**src/rtl/mux_pkg.sv**
```systemverilog
// Shared constants and helpers for the N:1 pipelined selector family.
package mux_pkg;

    localparam int unsigned MUX_MAX_N = 64;
    localparam int unsigned MUX_MAX_W = 64;

    function automatic int unsigned clog2(input int unsigned v);
        int unsigned r;
        r = 0;
        for (int unsigned i = 0; i < 32; i++) begin
            if ((64'd1 << i) < 64'(v)) r = i + 1;
        end
        return r;
    endfunction

    // A select port is never narrower than one bit, even for degenerate N.
    function automatic int unsigned sel_width(input int unsigned n);
        return (n < 2) ? 1 : clog2(n);
    endfunction

    function automatic bit params_ok(input int unsigned n, input int unsigned w);
        return (n >= 2) && (n <= MUX_MAX_N) && (w >= 1) && (w <= MUX_MAX_W);
    endfunction

endpackage

```
**src/rtl/mux_sel_comb.sv**
```systemverilog
// Combinational N:1 W-bit selector with out-of-range select detection.
module mux_sel_comb
    import mux_pkg::*;
#(
    parameter int unsigned N = 8,
    parameter int unsigned W = 1,
    localparam int unsigned SELW = sel_width(N)
) (
    input  logic [N*W-1:0]  in_data,
    input  logic [SELW-1:0] sel,
    output logic [W-1:0]    sel_data,
    output logic            sel_err
);

    // Unmatched (out-of-range) selects fall through to zero data.
    always_comb begin
        sel_data = '0;
        sel_err  = (32'(sel) >= N);
        for (int unsigned k = 0; k < N; k++) begin
            if (sel == SELW'(k)) sel_data = in_data[k*W +: W];
        end
    end

endmodule

```
**src/rtl/mux_nto1_pipe.sv**
```systemverilog
// Registered N:1 selector with valid/ready handshake on both sides.
// Define MUX_SKID_EN for a 2-entry skid buffer with a registered in_ready.
module mux_nto1_pipe
    import mux_pkg::*;
#(
    parameter int unsigned N = 8,
    parameter int unsigned W = 1,
    localparam int unsigned SELW = sel_width(N)
) (
    input  logic            clk,
    input  logic            rst,
    input  logic [N*W-1:0]  in_data,
    input  logic [SELW-1:0] in_sel,
    input  logic            in_valid,
    output logic            in_ready,
    output logic [W-1:0]    out_data,
    output logic [SELW-1:0] out_sel,
    output logic            out_err,
    output logic            out_valid,
    input  logic            out_ready
);

    if (!params_ok(N, W)) begin : g_param_check
        $error("mux_nto1_pipe: N must be 2..%0d and W 1..%0d", MUX_MAX_N, MUX_MAX_W);
    end

    logic [W-1:0]    sel_data;
    logic            sel_err;
    logic            in_fire;
    logic            out_fire;

    logic            valid_q, valid_d;
    logic [W-1:0]    data_q, data_d;
    logic [SELW-1:0] sel_q, sel_d;
    logic            err_q, err_d;

    mux_sel_comb #(
        .N(N),
        .W(W)
    ) u_sel (
        .in_data (in_data),
        .sel     (in_sel),
        .sel_data(sel_data),
        .sel_err (sel_err)
    );

    assign in_fire  = in_valid && in_ready;
    assign out_fire = valid_q && out_ready;

`ifdef MUX_SKID_EN
    logic            skid_valid_q, skid_valid_d;
    logic [W-1:0]    skid_data_q, skid_data_d;
    logic [SELW-1:0] skid_sel_q, skid_sel_d;
    logic            skid_err_q, skid_err_d;

    assign in_ready = !skid_valid_q;

    // A beat lands in skid only when main is full and not draining;
    // skid always refills main first, so ordering is preserved.
    always_comb begin
        valid_d      = valid_q;
        data_d       = data_q;
        sel_d        = sel_q;
        err_d        = err_q;
        skid_valid_d = skid_valid_q;
        skid_data_d  = skid_data_q;
        skid_sel_d   = skid_sel_q;
        skid_err_d   = skid_err_q;
        if (skid_valid_q) begin
            if (out_fire) begin
                data_d       = skid_data_q;
                sel_d        = skid_sel_q;
                err_d        = skid_err_q;
                skid_valid_d = 1'b0;
            end
        end else if (in_fire) begin
            if (!valid_q || out_fire) begin
                valid_d = 1'b1;
                data_d  = sel_data;
                sel_d   = in_sel;
                err_d   = sel_err;
            end else begin
                skid_valid_d = 1'b1;
                skid_data_d  = sel_data;
                skid_sel_d   = in_sel;
                skid_err_d   = sel_err;
            end
        end else if (out_fire) begin
            valid_d = 1'b0;
        end
    end

    always_ff @(posedge clk or posedge rst) begin
        if (rst) begin
            skid_valid_q <= 1'b0;
            skid_data_q  <= '0;
            skid_sel_q   <= '0;
            skid_err_q   <= 1'b0;
        end else begin
            skid_valid_q <= skid_valid_d;
            skid_data_q  <= skid_data_d;
            skid_sel_q   <= skid_sel_d;
            skid_err_q   <= skid_err_d;
        end
    end
`else
    assign in_ready = !valid_q || out_ready;

    always_comb begin
        valid_d = valid_q;
        data_d  = data_q;
        sel_d   = sel_q;
        err_d   = err_q;
        if (in_fire) begin
            valid_d = 1'b1;
            data_d  = sel_data;
            sel_d   = in_sel;
            err_d   = sel_err;
        end else if (out_fire) begin
            valid_d = 1'b0;
        end
    end
`endif

    always_ff @(posedge clk or posedge rst) begin
        if (rst) begin
            valid_q <= 1'b0;
            data_q  <= '0;
            sel_q   <= '0;
            err_q   <= 1'b0;
        end else begin
            valid_q <= valid_d;
            data_q  <= data_d;
            sel_q   <= sel_d;
            err_q   <= err_d;
        end
    end

    assign out_valid = valid_q;
    assign out_data  = data_q;
    assign out_sel   = sel_q;
    assign out_err   = err_q;

endmodule

```
**config.mk**
```make
export PLATFORM = sky130hd
export DESIGN_NAME = mux_nto1_pipe
export DESIGN_NICKNAME = d
export VERILOG_FILES = /design/src/rtl/mux_pkg.sv /design/src/rtl/mux_sel_comb.sv /design/src/rtl/mux_nto1_pipe.sv
export SDC_FILE = /design/constraint.sdc
export NUM_CORES = 1
export LEC_CHECK = 0
export ABC_CLOCK_PERIOD_IN_PS = 1600
export BUFFER_PORTS_ARGS = -buffer_cell sky130_fd_sc_hd__buf_2
export CORE_AREA = 3 3 40 42
export CTS_BUF_LIST = sky130_fd_sc_hd__clkbuf_16
export DETAILED_ROUTE_END_ITERATION = 7
export DIE_AREA = 0 0 43 45
export PLACE_DENSITY = 0.6
export REMOVE_ABC_BUFFERS = 1
export SETUP_SLACK_MARGIN = 0.1
export SLEW_MARGIN = 10
export SYNTH_ARGS = -nofsm -noshare
export SYNTH_HDL_FRONTEND = slang
export SYNTH_SLANG_ARGS = --single-unit
```
**constraint.sdc**
```tcl
create_clock -name clk -period 1.6 [get_ports clk]
set_clock_uncertainty 0.2 [all_clocks]
set_input_delay 0.32 -clock clk [delete_from_list [all_inputs] [get_ports clk]]
set_output_delay 0.32 -clock clk [all_outputs]
set_load 0.02 [all_outputs]
```
==> flow_metrics.py <==
metrics = {
    "power_and_ir_drop": {
        "clkPwrFrac": 0.599,
        "net-switching-power_mw": 0.144,
        "power.total_mw": 0.665,
        "p_per_area_nw_per_um2": 1420,
        "swShare": 0.217,
        "power_frac_comb": 0.167,
        "cellLeakagePower_nw": 0.253,
        "pwr-share-seq": 0.234,
        "internal_power_mw": 0.520,
        "ir_worst_vdd_v": 0.000317,
    },
    "placed_design": {
        "place_congestion": 0.609,
        "port_buffers": 20,
        "dpl_cell_area_um2": 378,
        "dp_hpwl_um": 555,
    },
    "setup_path": {
        "critPathRequiredTime_ns": 1.08,
        "endpoint_kind": "primary output",
        "cp.arrival_ns": 0.87,
        "cp_cell_sequence": "nand2b_1 > buf_2",
        "rr_worst_depth": 3,
        "worstSetupStartpoint": "out_valid",
        "critPathLaunchType": "flop",
        "cp_slowest_cell": "dfrtp_1",
        "r2r-start": "out_valid",
        "worstPathMaxFanout": 3,
        "slowest_delay_ns": 0.37,
        "critical_path_class": "reg -> out",
        "rrSetupSlack_ns": 0.33,
    },
    "yosys": {
        "synth-edff-count": 0,
        "synth-seq-cells": 5,
        "ys_seq_area_frac": 0.450,
        "netlist_top_cells_count": "dfrtp_1 (5), mux2i_1 (5), mux2_2 (3)",
        "synth_area_um2": 278,
        "yosysWarningCount": 0,
        "avgSynthCellArea_um2": 12.6,
        "synth_cell_type_count": 10,
        "synth_top_area_cell": "dfrtp_1",
        "synth_async_sr_flop_share": 1.00,
        "ys_top_cells_by_area": "dfrtp_1 (45%), mux2i_1 (18%), mux2_2 (12%)",
        "synthCells": 22,
        "synth-main-ff-cell": "dfrtp_1",
        "synth_top_cell_area_share": 0.450,
    },
    "global_route": {
        "grt_overflow": 0,
        "grt_usage": 0.0948,
        "antenna_found_initial": 0,
        "grt_pass1_vias": 293,
        "grt_max_degree": 6,
        "grt_pass1_wl_um": 1240,
    },
    "worst_hold_path": {
        "min-delay-start": "in_valid",
        "whs_path_depth": 2,
        "hp-class": "in -> reg",
    },
    "floorplanning": {
        "core_area_um2": 1280,
        "dieArea_um2": 1940,
        "die_h_um": 45,
        "ioPinCount": 22,
        "fp-row-count": 13,
        "initial_utilization": 0.216,
        "fp.dieW_um": 43,
    },
    "timing": {
        "report.final.setup_viol": 0,
        "post-route-period-util": 0.867,
        "min_period_ns": 1.39,
        "hold_violations": 0,
        "fmax_mhz": 721,
        "drv_slew": 0,
        "tns_ns": 0,
        "rsz0062_at_grt": "false",
    },
    "clock_network": {
        "cts_tree": "yes",
        "clk-insertion-delay-late_ns": 0.23,
        "clk_pin_slew_worst_paths_ns": 0.03,
        "cts-root-buf": "clkbuf_16",
        "postCtsHoldBufs": 1,
        "postCtsSetupRepairBufs": 0,
        "cts.sinks": 5,
        "cts_buffers": 3,
        "htreeDepth": 1,
        "cts_buffer_depth": 2,
        "cts_resized": 0,
    },
    "detailed_routing": {
        "drtIter0Drc": 3,
        "antenna_left": 0,
        "drc": 0,
        "drtPass1Iterations": 3,
        "wl_per_cell_um": 11.6,
        "viasPerCell": 4.25,
        "via_count": 255,
        "wirelength_um": 694,
    },
    "final_layout": {
        "final.fill_count": 127,
        "n_antenna_cell": 0,
        "post-route-util": 0.363,
        "drive_above_1_share": 0.600,
        "postLayoutCellArea_um2": 467,
        "final_nets": 61,
        "area_growth_syn_to_layout_pct": 68.0,
    },
    "outcome": {
        "status": "completed",
    },
    "run": {
        "drv_cap": 0,
    },
}
-- final cells by class --
type,instances,area [um2],share of cell area
tap,15,18.8,0.0402
inverter,2,7.51,0.0161
timing repair buffer,21,110,0.236
clock inverter,1,3.75,0.00804
sequential,5,125,0.268
clock buffer,3,75.1,0.161
multi-input combinational,13,126,0.271
-- flip-flops by register name (all words and copies together), names as in the netlist --
name and count:
out_sel 3, out_valid 1, out_data 1
-- worst max-delay path: cells and delay by family (launching register included) --
kind                   cells  cell delay, ns
buffers and inverters      1            0.17
DFF                        1            0.37
and+or+nand+nor            1            0.10
-- metrics by stage --
step	instances	worst slack, ns	hold slack [ns]
after floorplan	20	0.0966	-0.101
after global placement	55	0.166	0.0234
after detailed placement	55	0.140	0.0267
after CTS	60	0.207	0.114
after global routing	60	0.178	0.125
final	60	0.212	0.108
-- placed cells by master, fill, tap and decap left out --
master | synthesis | routed
buf_2 | 0 | 20
mux2i_1 | 5 | 5
dfrtp_1 | 5 | 5
mux2_2 | 3 | 3
inv_1 | 2 | 3
clkbuf_16 | 0 | 3
nand2b_1 | 2 | 2
nand2_1 | 1 | 1
mux4_2 | 1 | 1
conb_1 | 1 | 1
dlygate4sd3_1 | 0 | 1
-- cells by family (layout without fill, tap and decap cells) --
group,count (synthesis),count (layout),synth area share
buffers and inverters,4,27,0.0946
DFF,5,5,0.450
muxes,9,9,0.383
other,1,1,0.0135
and+or+nand+nor,3,3,0.0585
-- final timing paths --
check | endpoint
max | in_ready
min | out_valid
max reg2reg | out_sel[2]
min reg2reg | out_sel[0]
max in group asynchronous | out_sel[0]
min in group asynchronous | out_data
-- power by group through the flow --
stage          sequential, mW  combinational (mW)  clock (mW)
2_1_floorplan           0.180              0.0395           0
3_3_place_gp            0.156               0.109           0
3_5_place_dp            0.157               0.110           0
4_1_cts                 0.156               0.113       0.405
5_1_grt                 0.159               0.122       0.417
6_report                0.156               0.111       0.398
-- layer usage --
layer / routed length (um) / track usage / up-vias
met4: 23 / 0.0723 / 0
li1: - / - / 117
met3: 106 / 0.0518 / 4
met2: 292 / 0.144 / 25
met1: 271 / 0.0985 / 109
met5: 0 / 0 / -
(Power assumes the default switching activity.)
